**src/rtl/noc_pkg.sv**
```systemverilog
// noc_pkg: shared NoC definitions.
//   pkt_state_e : packet framing state of a flit sender (IDLE / IN_PKT).
//   credit_w()  : width of a credit counter able to hold 0..depth inclusive.
package noc_pkg;

    typedef enum logic {
        IDLE   = 1'b0,
        IN_PKT = 1'b1
    } pkt_state_e;

    function automatic int credit_w(input int depth);
        return $clog2(depth + 1);
    endfunction

endpackage

```
**src/rtl/credit_counter.sv**
```systemverilog
// credit_counter: up/down credit counter that saturates at DEPTH.
//   clk, rst_n : clock and asynchronous active-low reset (count -> DEPTH)
//   inc        : one credit returned this cycle
//   dec        : one credit consumed this cycle
//   count      : current credit count, 0..DEPTH
//   overflow   : sticky flag, set when inc arrives with the counter full
//                and nothing consumed in the same cycle
module credit_counter
    import noc_pkg::*;
#(
    parameter int DEPTH = 8
) (
    input  logic                       clk,
    input  logic                       rst_n,
    input  logic                       inc,
    input  logic                       dec,
    output logic [credit_w(DEPTH)-1:0] count,
    output logic                       overflow
);

    localparam int             CW  = credit_w(DEPTH);
    localparam logic [CW-1:0]  MAX = CW'(DEPTH);

    logic [CW-1:0] cnt_p0;
    logic [CW-1:0] cnt_next;
    logic          ovf_p0;
    logic          ovf_hit;

    // Saturating step: never exceeds MAX, never wraps below zero.
    function automatic logic [CW-1:0] sat_step(input logic [CW-1:0] c,
                                               input logic          up,
                                               input logic          dn);
        logic [CW-1:0] r;
        r = c;
        case ({up, dn})
            2'b10:   r = (c == MAX) ? c : c + 1'b1;
            2'b01:   r = (c == '0)  ? c : c - 1'b1;
            default: r = c;
        endcase
        return r;
    endfunction

    always_comb begin
        cnt_next = sat_step(cnt_p0, inc, dec);
        ovf_hit  = inc && !dec && (cnt_p0 == MAX);
    end

    always_ff @(posedge clk or negedge rst_n) begin
        if (!rst_n) begin
            cnt_p0 <= MAX;
            ovf_p0 <= 1'b0;
        end else begin
            cnt_p0 <= cnt_next;
            if (ovf_hit) begin
                ovf_p0 <= 1'b1;
            end
        end
    end

    assign count    = cnt_p0;
    assign overflow = ovf_p0;

endmodule

```
**src/rtl/flit_credit_sender.sv**
```systemverilog
// flit_credit_sender: credit-based flit injector towards a NoC router.
//   clk_noc, rst_n       : clock, asynchronous active-low reset
//   in_valid/in_ready    : local flit handshake; ready iff credits remain
//   in_data/in_dest      : flit payload and destination (dest used on heads)
//   in_is_tail           : marks the last flit of a packet
//   data_out, dest_out,
//   is_tail_out, send_out: registered router-side link, send_out one cycle
//                          per accepted flit
//   credit_in            : one credit returned per high cycle
//   credits_avail        : current credit count
//   err_credit_overflow  : sticky, credit returned while already full
module flit_credit_sender
    import noc_pkg::*;
#(
    parameter int FLIT_WIDTH        = 64,
    parameter int DEST_WIDTH        = 4,
    parameter int FLIT_BUFFER_DEPTH = 8
) (
    input  logic                                   clk_noc,
    input  logic                                   rst_n,
    input  logic                                   in_valid,
    output logic                                   in_ready,
    input  logic [FLIT_WIDTH-1:0]                  in_data,
    input  logic [DEST_WIDTH-1:0]                  in_dest,
    input  logic                                   in_is_tail,
    output logic [FLIT_WIDTH-1:0]                  data_out,
    output logic [DEST_WIDTH-1:0]                  dest_out,
    output logic                                   is_tail_out,
    output logic                                   send_out,
    input  logic                                   credit_in,
    output logic [credit_w(FLIT_BUFFER_DEPTH)-1:0] credits_avail,
    output logic                                   err_credit_overflow
);

    pkt_state_e            state_q;
    pkt_state_e            state_d;
    logic                  accept;
    logic                  is_head;

    logic [FLIT_WIDTH-1:0] data_p1;
    logic [DEST_WIDTH-1:0] dest_p1;
    logic                  tail_p1;
    logic                  vld_p1;

    // Gating ready on the registered count keeps sends <= credits held.
    assign in_ready = (credits_avail != '0);
    assign accept   = in_valid && in_ready;
    assign is_head  = (state_q == IDLE);

    credit_counter #(
        .DEPTH (FLIT_BUFFER_DEPTH)
    ) u_credit_counter (
        .clk      (clk_noc),
        .rst_n    (rst_n),
        .inc      (credit_in),
        .dec      (accept),
        .count    (credits_avail),
        .overflow (err_credit_overflow)
    );

    always_ff @(posedge clk_noc or negedge rst_n) begin
        if (!rst_n) begin
            state_q <= IDLE;
        end else begin
            state_q <= state_d;
        end
    end

    always_comb begin
        state_d = state_q;
        if (accept) begin
            case (state_q)
                IDLE:    state_d = in_is_tail ? IDLE : IN_PKT;
                IN_PKT:  state_d = in_is_tail ? IDLE : IN_PKT;
                default: state_d = IDLE;
            endcase
        end
    end

    // ---- stage p1: registered router link ----
    // dest_p1 is only loaded on heads, so body flits reuse the head's dest.
    always_ff @(posedge clk_noc or negedge rst_n) begin
        if (!rst_n) begin
            vld_p1  <= 1'b0;
            data_p1 <= '0;
            dest_p1 <= '0;
            tail_p1 <= 1'b0;
        end else begin
            vld_p1 <= accept;
            if (accept) begin
                data_p1 <= in_data;
                tail_p1 <= in_is_tail;
                if (is_head) begin
                    dest_p1 <= in_dest;
                end
            end
        end
    end

    assign send_out    = vld_p1;
    assign data_out    = data_p1;
    assign dest_out    = dest_p1;
    assign is_tail_out = tail_p1;

endmodule

```
**config.mk**
```make
export PLATFORM = sky130hd
export DESIGN_NAME = flit_credit_sender
export DESIGN_NICKNAME = d
export VERILOG_FILES = /design/src/rtl/noc_pkg.sv /design/src/rtl/credit_counter.sv /design/src/rtl/flit_credit_sender.sv
export SDC_FILE = /design/constraint.sdc
export NUM_CORES = 1
export LEC_CHECK = 0
export CORE_ASPECT_RATIO = 0.6
export CORE_UTILIZATION = 43
export CTS_CLUSTER_DIAMETER = 120
export DETAILED_ROUTE_END_ITERATION = 7
export GPL_TIMING_DRIVEN = 0
export PLACE_DENSITY = 0.85
export SETUP_SLACK_MARGIN = 0.2
export SLEW_MARGIN = 5
export SYNTH_ARGS = -nofsm -noshare
export SYNTH_HDL_FRONTEND = slang
export SYNTH_SLANG_ARGS = --single-unit
```
**constraint.sdc**
```tcl
create_clock -name clk_noc -period 4.6 [get_ports clk_noc]
set_clock_uncertainty 0.2 [all_clocks]
set_input_delay 1.38 -clock clk_noc [delete_from_list [all_inputs] [get_ports clk_noc]]
set_output_delay 1.38 -clock clk_noc [all_outputs]
set_load 0.05 [all_outputs]
```
==> results of run 1 <==
==> cell type report <==
cell class                      instances  area (um2)
Inverter                                2       7.507
Buffer                                 18       90.09
Sequential cell                        76        1903
Multi-Input combinational cell        232        1013
Clock inverter                          5       83.83
Timing Repair Buffer                  148        1496
Clock buffer                           11       242.7
Fill cell                             514        1788
Tap cell                               87       108.9
==> cell families after synthesis <==
kind of cell | Yosys count
flip-flops | 76
AO/OA/AOI/OAI | 14
AND/OR/NAND/NOR | 210
multiplexers | 5
XOR/XNOR | 2
buffers and inverters | 20
adder cells (fa/ha/maj) | 1
==> cells in the mapped netlist <==
| library cell | n | area (um2) |
|---|---|---|
| sky130_fd_sc_hd__nand2_1 | 197 | 739.5 |
| sky130_fd_sc_hd__dfrtp_1 | 75 | 1877 |
| sky130_fd_sc_hd__clkbuf_1 | 7 | 26.28 |
| sky130_fd_sc_hd__buf_2 | 6 | 30.03 |
| sky130_fd_sc_hd__buf_4 | 4 | 30.03 |
| sky130_fd_sc_hd__mux2_2 | 4 | 45.04 |
| sky130_fd_sc_hd__nor2_1 | 4 | 15.01 |
| sky130_fd_sc_hd__nor3_1 | 3 | 15.01 |
| sky130_fd_sc_hd__o21ai_0 | 3 | 15.01 |
| sky130_fd_sc_hd__a21o_1 | 2 | 15.01 |
| sky130_fd_sc_hd__a21oi_1 | 2 | 10.01 |
| sky130_fd_sc_hd__a221oi_1 | 1 | 8.760 |
| sky130_fd_sc_hd__a22o_1 | 1 | 8.760 |
| sky130_fd_sc_hd__a22oi_1 | 1 | 7.510 |
| sky130_fd_sc_hd__a311oi_1 | 1 | 8.760 |
| sky130_fd_sc_hd__a31oi_1 | 1 | 6.260 |
| sky130_fd_sc_hd__and3_1 | 1 | 6.260 |
| sky130_fd_sc_hd__buf_1 | 1 | 3.750 |
| sky130_fd_sc_hd__dfstp_2 | 1 | 26.28 |
| sky130_fd_sc_hd__ha_1 | 1 | 12.51 |
| sky130_fd_sc_hd__inv_1 | 1 | 3.750 |
| sky130_fd_sc_hd__inv_2 | 1 | 3.750 |
| sky130_fd_sc_hd__mux2i_1 | 1 | 10.01 |
| sky130_fd_sc_hd__nand2b_1 | 1 | 6.260 |
| sky130_fd_sc_hd__nor2b_1 | 1 | 6.260 |
| sky130_fd_sc_hd__nor4_1 | 1 | 6.260 |
| sky130_fd_sc_hd__nor4_2 | 1 | 12.51 |
| sky130_fd_sc_hd__o21a_1 | 1 | 7.510 |
| sky130_fd_sc_hd__o41ai_4 | 1 | 27.53 |
| sky130_fd_sc_hd__or3_1 | 1 | 6.260 |
| sky130_fd_sc_hd__xnor2_1 | 1 | 8.760 |
| sky130_fd_sc_hd__xor2_1 | 1 | 8.760 |
==> layer usage <==
layer	global-route usage (%)	vias to the layer above	routed length, um
li1	-	1335	-
met1	27.35	1293	3348
met2	38.20	98	3943
met3	8.708	4	688
met4	4.500	0	34
met5	0	-	0
==> where the power goes <==
part	internal, W	switching (W)	leakage, nW
clock	0.000492	0.000264	0.152
combinational	0.000724	0.00150	1.31
sequential	0.000951	0.000168	0.926
total	0.00217	0.00193	2.39
==> through the flow <==
step,instance area (um2),instances
after floorplan,3014,328
after global placement,4594,562
after detailed placement,4619,563
after CTS,4946,579
after global routing,4946,579
final,4946,579
==> flip-flops by register name (all words and copies together) (netlist names) <==
signal / cells
is_tail_out: 1
data_out: 64
u_credit_counter.overflow: 1
u_credit_counter.count: 4
state_q: 1
send_out: 1
dest_out: 4
==> worst min-delay path by stage <==
| stage | start | slack (ns) | to | cells past startpoint |
|---|---|---|---|---|
| floorplan | state_q | 0.26 | state_q | 1 |
| finish | u_credit_counter.overflow | 0.27 | u_credit_counter.overflow | 1 |
| global route | u_credit_counter.overflow | 0.29 | u_credit_counter.overflow | 1 |
| detailed placement | u_credit_counter.overflow | 0.26 | u_credit_counter.overflow | 1 |
| global placement | u_credit_counter.overflow | 0.25 | u_credit_counter.overflow | 1 |
| CTS | u_credit_counter.overflow | 0.27 | u_credit_counter.overflow | 1 |
==> results_tabular.tex, run 1 <==
\begin{tabular}{lr}
\hline
Metric & Value \\
\hline
\multicolumn{2}{l}{\textbf{Run status}} \\
\quad Run status & completed \\
\multicolumn{2}{l}{\textbf{Floorplanning}} \\
\quad Die Outline Area & 0.007359 mm2 \\
\quad Starting Density & 44.76\% \\
\quad Area of the core region & 0.006734 mm2 \\
\quad Floorplan row count & 23 \\
\quad Floorplan die width & 110.1 um \\
\quad Number of top-level design ports & 149 \\
\quad Die boundary height & 66.85 um \\
\multicolumn{2}{l}{\textbf{Critical path}} \\
\quad Cell with the biggest individual delay on the critical path & sky130\_fd\_sc\_hd\_\_clkdlybuf4s50\_1 \\
\quad Buffer and inverter count on the worst path & 3 \\
\quad Data arrival time of the worst path & 2.11 ns \\
\quad Cell family with most CP delay & buffers and inverters \\
\quad Startpoint of the worst-slack reg-to-reg timing path & u\_credit\_counter.count[0] \\
\quad Crit path kind & reg -> out \\
\quad Endpoint class of the critical path & primary output \\
\quad Required time worst endpoint & 3.02 ns \\
\quad Delay of the slowest critical-path stage & 0.71 ns \\
\quad Critical path launch point type & flip-flop \\
\quad Endpoint of the lowest-slack register-to-register path & u\_credit\_counter.count[2] \\
\quad Flop2flop setup slack & 2.00 ns \\
\quad Worst-path fanout max & 9 \\
\quad Worst setup endpoint & in\_ready \\
\quad Critical-path cell list & clkbuf\_1 > nor4\_2 > inv\_1 > clkdlybuf4s50\_1 \\
\quad Worst r2r path cells & 9 \\
\quad Stages on the worst setup path & 4 \\
\quad Critical Path Source & u\_credit\_counter.count[0] \\
\multicolumn{2}{l}{\textbf{Synthesis}} \\
\quad Post-synthesis mux area share & 1.826\% \\
\quad Synthesized-area fraction occupied by ao, oa, aoi and oai cells & 3.819\% \\
\quad Register bit total from synthesis & 76 \\
\quad Number of nets in the synthesized netlist & 402 \\
\quad Adder-Cell Fraction of Synth Area & 0.4151\% \\
\quad Basic-gate share of the synthesized area counting and, or, nand and nor cells & 26.98\% \\
\quad Avg Synthesized Cell Area & 9.189 um2 \\
\quad Syn Std Cell Area & 0.003014 mm2 \\
\quad Yosys cell types & 32 \\
\quad Gate count of the mapped netlist & 328 \\
\quad Sequential cell area fraction in the yosys report & 63.14\% \\
\quad Largest family of logic cells by synthesized area & simple AND/OR/NAND/NOR gates \\
\quad Number of warnings printed during yosys synthesis & 0 \\
\quad Xor-xnor portion of the synthesized cell area & 0.5812\% \\
\multicolumn{2}{l}{\textbf{Clocking}} \\
\quad Source-to-sink clock delay at the later pin of the worst-skew pair & 0.32 ns \\
\quad Hold buffer count at CTS & 0 \\
\quad CTS tree & yes \\
\quad CTS Buffer Depth & 2 \\
\quad Number of clock sinks seen by CTS & 76 \\
\quad Post-CTS repair timing setup buffer count & 0 \\
\quad Clock-pin transition on the worst setup and hold timing paths & 0.06 ns \\
\quad Cell at the root of the clock tree & sky130\_fd\_sc\_hd\_\_clkbuf\_16 \\
\quad H-Tree Level Count & 3 \\
\quad \# resized after CTS & 0 \\
\quad Number of buffers added by the clock tree synthesis step & 9 \\
\multicolumn{2}{l}{\textbf{Route}} \\
\quad Average detailed-routed wire length per instance & 13.84 um \\
\quad DRC violation count after routing & 0 \\
\quad Detailed-route wire length & 8015 um \\
\quad Count of nets left with antenna violations after detail routing & 0 \\
\quad Violation count after the first detailed-routing iteration & 102 \\
\quad Number of iterations in the first detailed-routing pass & 4 \\
\quad Routed vias/inst & 4.715 \\
\quad Total vias in the final route & 2,730 \\
\multicolumn{2}{l}{\textbf{STA}} \\
\quad PnR worst setup slack & 0.9079 ns \\
\quad Slew at the pin closest to its max-slew limit & 0.5380 ns \\
\quad Minimum clock period after layout & 3.692 ns \\
\quad Hold Violations, Final & 0 \\
\quad Final-layout worst hold slack & 0.2657 ns \\
\quad Maximum clock rate & 270.8 MHz \\
\quad Max-slew violations & 0 \\
\quad Setup TNS & 0 ns \\
\quad Max-slew headroom at the worst pin & 64.02\% \\
\quad Setup repair after global routing missed its margin & no \\
\quad Endpoints failing setup & 0 \\
\quad Share of the clock period used by the worst path after layout & 80.26\% \\
\multicolumn{2}{l}{\textbf{Placement}} \\
\quad Placer Congestion & 0.7737 \\
\quad DP HPWL & 5945 um \\
\quad Pre-CTS setup slack & 0.8476 ns \\
\quad Buffers added on ports & 147 \\
\multicolumn{2}{l}{\textbf{Global route}} \\
\quad Global-route usage over all layers & 22.50\% \\
\quad Global-route wire length before repair & 12,300 um \\
\quad Initial antenna violation count & 0 \\
\quad Grt ovf & 0 \\
\quad Largest net degree at the start of global routing & 66 \\
\quad Via count of the first global-routing pass & 2,587 \\
\multicolumn{2}{l}{\textbf{Final layout}} \\
\quad P\&R area growth vs syn & 64.09\% \\
\quad Diode insertion count for antenna repair & 0 \\
\quad Core utilization of the finished layout & 73.45\% \\
\quad Commonest non-fill, non-tap cell in the layout & sky130\_fd\_sc\_hd\_\_nand2\_1 \\
\quad Share of layout cells above drive strength 1 & 7.114\% \\
\quad Net count of the finished layout & 561 \\
\quad Most used cells in the layout excluding fill and tap cells & 197 x sky130\_fd\_sc\_hd\_\_nand2\_1, 146 x sky130\_fd\_sc\_hd\_\_clkdlybuf4s50\_1, 75 x sky130\_fd\_sc\_hd\_\_dfrtp\_1 \\
\multicolumn{2}{l}{\textbf{Hold path}} \\
\quad Tightest Hold Check Type & reg -> reg \\
\multicolumn{2}{l}{\textbf{Power}} \\
\quad Max rail drop VDD & 0.0005187 V \\
\quad Power Total & 0.004097 W \\
\quad Leakage power total & 2.390 nW \\
\quad Areal power density over the cells & 828.4 mW/mm2 \\
\multicolumn{2}{l}{\textbf{Job}} \\
\quad Number of maximum-capacitance violations & 0 \\
\hline
\end{tabular}
No activity file was read; power rests on OpenSTA's default activity.
==> run 2, diff against run 1 <==
--- a/config.mk
+++ b/config.mk
@@ -6,11 +6,11 @@
 export NUM_CORES = 1
 export LEC_CHECK = 0
 export CORE_ASPECT_RATIO = 0.6
-export CORE_UTILIZATION = 43
+export CORE_UTILIZATION = 40
 export CTS_CLUSTER_DIAMETER = 120
 export DETAILED_ROUTE_END_ITERATION = 7
 export GPL_TIMING_DRIVEN = 0
-export PLACE_DENSITY = 0.85
+export PLACE_DENSITY = 0.8
 export SETUP_SLACK_MARGIN = 0.2
 export SLEW_MARGIN = 5
 export SYNTH_ARGS = -nofsm -noshare
==> constraint.sdc (replaced) <==
create_clock -name clk_noc -period 3.8 [get_ports clk_noc]
set_clock_uncertainty 0.2 [all_clocks]
set_input_delay 1.14 -clock clk_noc [delete_from_list [all_inputs] [get_ports clk_noc]]
set_output_delay 1.14 -clock clk_noc [all_outputs]
set_load 0.05 [all_outputs]
==> results_tabular.tex, run 2 (synthesized netlist as in run 1, its figures left out) <==
\begin{tabular}{lr}
\hline
Metric & Value \\
\hline
\multicolumn{2}{l}{\textbf{Run status}} \\
\quad Run status & completed \\
\multicolumn{2}{l}{\textbf{Clocking}} \\
\quad CTS Buffer Depth & 2 \\
\quad Clock-pin transition on the worst setup and hold timing paths & 0.05 ns \\
\quad Source-to-sink clock delay at the later pin of the worst-skew pair & 0.33 ns \\
\quad Number of buffers added by the clock tree synthesis step & 9 \\
\quad Hold buffer count at CTS & 0 \\
\quad Cell at the root of the clock tree & sky130\_fd\_sc\_hd\_\_clkbuf\_16 \\
\quad \# resized after CTS & 0 \\
\quad H-Tree Level Count & 3 \\
\quad Number of clock sinks seen by CTS & 76 \\
\quad CTS tree & yes \\
\quad Post-CTS repair timing setup buffer count & 0 \\
\multicolumn{2}{l}{\textbf{Power}} \\
\quad Leakage power total & 2.377 nW \\
\quad Register share of total power & 27.8\% \\
\quad Clk network pwr share & 16.8\% \\
\quad Cell-internal power & 0.002549 W \\
\quad Max rail drop VDD & 0.0005137 V \\
\quad Areal power density over the cells & 985.5 mW/mm2 \\
\quad Switching share of power & 47.48\% \\
\quad Power Total & 0.004854 W \\
\quad Logic gate share of total power & 55.4\% \\
\quad Switching pwr & 0.002305 W \\
\multicolumn{2}{l}{\textbf{Critical path}} \\
\quad Worst-path fanout max & 9 \\
\quad Endpoint class of the critical path & primary output \\
\quad Critical-path cell list & clkbuf\_1 > nor4\_2 > inv\_1 > clkdlybuf4s50\_1 \\
\quad Crit path kind & reg -> out \\
\quad Required time worst endpoint & 2.46 ns \\
\quad Data arrival time of the worst path & 2.12 ns \\
\quad Buffer and inverter count on the worst path & 3 \\
\quad Critical path launch point type & flip-flop \\
\quad Delay of the slowest critical-path stage & 0.71 ns \\
\quad Cell with the biggest individual delay on the critical path & sky130\_fd\_sc\_hd\_\_clkdlybuf4s50\_1 \\
\quad Cell family with most CP delay & buffers and inverters \\
\multicolumn{2}{l}{\textbf{Route}} \\
\quad Detailed-route wire length & 7865 um \\
\quad Violation count after the first detailed-routing iteration & 81 \\
\quad Routed vias/inst & 4.560 \\
\quad DRC violation count after routing & 0 \\
\quad Average detailed-routed wire length per instance & 13.22 um \\
\quad Total vias in the final route & 2,713 \\
\quad Count of nets left with antenna violations after detail routing & 0 \\
\quad Number of iterations in the first detailed-routing pass & 5 \\
\multicolumn{2}{l}{\textbf{Floorplanning}} \\
\quad Number of top-level design ports & 149 \\
\quad Floorplan row count & 24 \\
\quad Die boundary height & 69.24 um \\
\quad Floorplan die width & 114.1 um \\
\quad Area of the core region & 0.007267 mm2 \\
\quad Starting Density & 41.48\% \\
\quad Die Outline Area & 0.007898 mm2 \\
\multicolumn{2}{l}{\textbf{Placement}} \\
\quad Placer Congestion & 0.7877 \\
\quad Buffers added on ports & 147 \\
\quad DP HPWL & 5761 um \\
\multicolumn{2}{l}{\textbf{Final layout}} \\
\quad Diode insertion count for antenna repair & 0 \\
\quad Flip-flop count of the largest register, all copies and words added & 64 \\
\quad Most used cells in the layout excluding fill and tap cells & 197 x sky130\_fd\_sc\_hd\_\_nand2\_1, 146 x sky130\_fd\_sc\_hd\_\_clkdlybuf4s50\_1, 75 x sky130\_fd\_sc\_hd\_\_dfrtp\_1 \\
\quad Commonest non-fill, non-tap cell in the layout & sky130\_fd\_sc\_hd\_\_nand2\_1 \\
\quad Fill cells & 622 \\
\quad Net count of the finished layout & 561 \\
\quad Share of layout cells above drive strength 1 & 6.517\% \\
\quad P\&R area growth vs syn & 63.43\% \\
\multicolumn{2}{l}{\textbf{STA}} \\
\quad Minimum clock period after layout & 3.463 ns \\
\quad Share of the clock period used by the worst path after layout & 91.12\% \\
\quad Slew at the pin closest to its max-slew limit & 0.5342 ns \\
\quad Setup TNS & 0 ns \\
\quad Hold Violations, Final & 0 \\
\quad Maximum clock rate & 288.8 MHz \\
\quad Setup repair after global routing missed its margin & no \\
\quad Max-slew violations & 0 \\
\quad Max-slew headroom at the worst pin & 64.28\% \\
\quad Endpoints failing setup & 0 \\
\multicolumn{2}{l}{\textbf{Global route}} \\
\quad Via count of the first global-routing pass & 2,687 \\
\quad Global-route usage over all layers & 21.38\% \\
\quad Largest net degree at the start of global routing & 61 \\
\quad Initial antenna violation count & 0 \\
\quad Grt ovf & 0 \\
\quad Global-route wire length before repair & 12,930 um \\
\multicolumn{2}{l}{\textbf{Hold path}} \\
\quad Tightest Hold Check Type & reg -> reg \\
\multicolumn{2}{l}{\textbf{Job}} \\
\quad Number of maximum-capacitance violations & 0 \\
\hline
\end{tabular}
[run 2: layout make-up]
cell class	count	area, um2	area share, %
sequential	76	1903	38.63
timing repair buffer	148	1496	30.38
multi-input combinational	232	1013	20.57
clock buffer	13	250.2	5.080
tap	104	130.1	2.642
buffer	18	90.09	1.829
clock inverter	2	35.03	0.7112
inverter	2	7.507	0.1524
[run 2: layer usage]
layer / wire length (um) / global-route usage (%) / part of all wire [%] / up-vias
met5: 0 / 0 / 0 / -
met3: 734 / 9.003 / 9.3 / 7
met4: 82 / 7.359 / 1.0 / 0
li1: - / - / - / 1337
met2: 3491 / 32.19 / 44 / 95
met1: 3556 / 27.79 / 45 / 1274
[run 2: path summary, 6_finish.rpt]
path	startpoint	to	slack (ns)	cells past startpoint
worst max-delay path	u_credit_counter.count[0]	in_ready	0.34	4
worst min-delay path	u_credit_counter.overflow	u_credit_counter.overflow	0.26	1
worst max register to register	u_credit_counter.count[0]	u_credit_counter.count[2]	1.35	9
worst min register to register	u_credit_counter.overflow	u_credit_counter.overflow	0.26	1
max in group asynchronous	rst_n	u_credit_counter.count[3]	2.32	2
min in group asynchronous	rst_n	data_out[53]	0.48	1
[run 2: metrics by stage]
step | area [um2] | instances | util, % | hold WS (ns) | setup slack (ns)
6_report | 4926 | 595 | 67.79 | 0.2566 | 0.3373
5_1_grt | 4926 | 595 | 67.79 | 0.2780 | 0.2229
2_1_floorplan | 3014 | 328 | - | 0.2646 | 0.9285
4_1_cts | 4926 | 595 | 67.79 | 0.2637 | 0.3206
3_3_place_gp | 4616 | 579 | 63.52 | 0.2412 | -1.236
3_5_place_dp | 4641 | 580 | 63.86 | 0.2521 | 0.3995
[run 2: power groups by stage]
stage / Sequential [W] / Combinational [W] / Clock, W
3_5_place_dp: 0.00136 / 0.00270 / 0
3_3_place_gp: 0.00134 / 0.00266 / 0
6_report: 0.00135 / 0.00269 / 0.000817
2_1_floorplan: 0.00253 / 0.000554 / 0
4_1_cts: 0.00135 / 0.00271 / 0.000847
5_1_grt: 0.00139 / 0.00284 / 0.000875
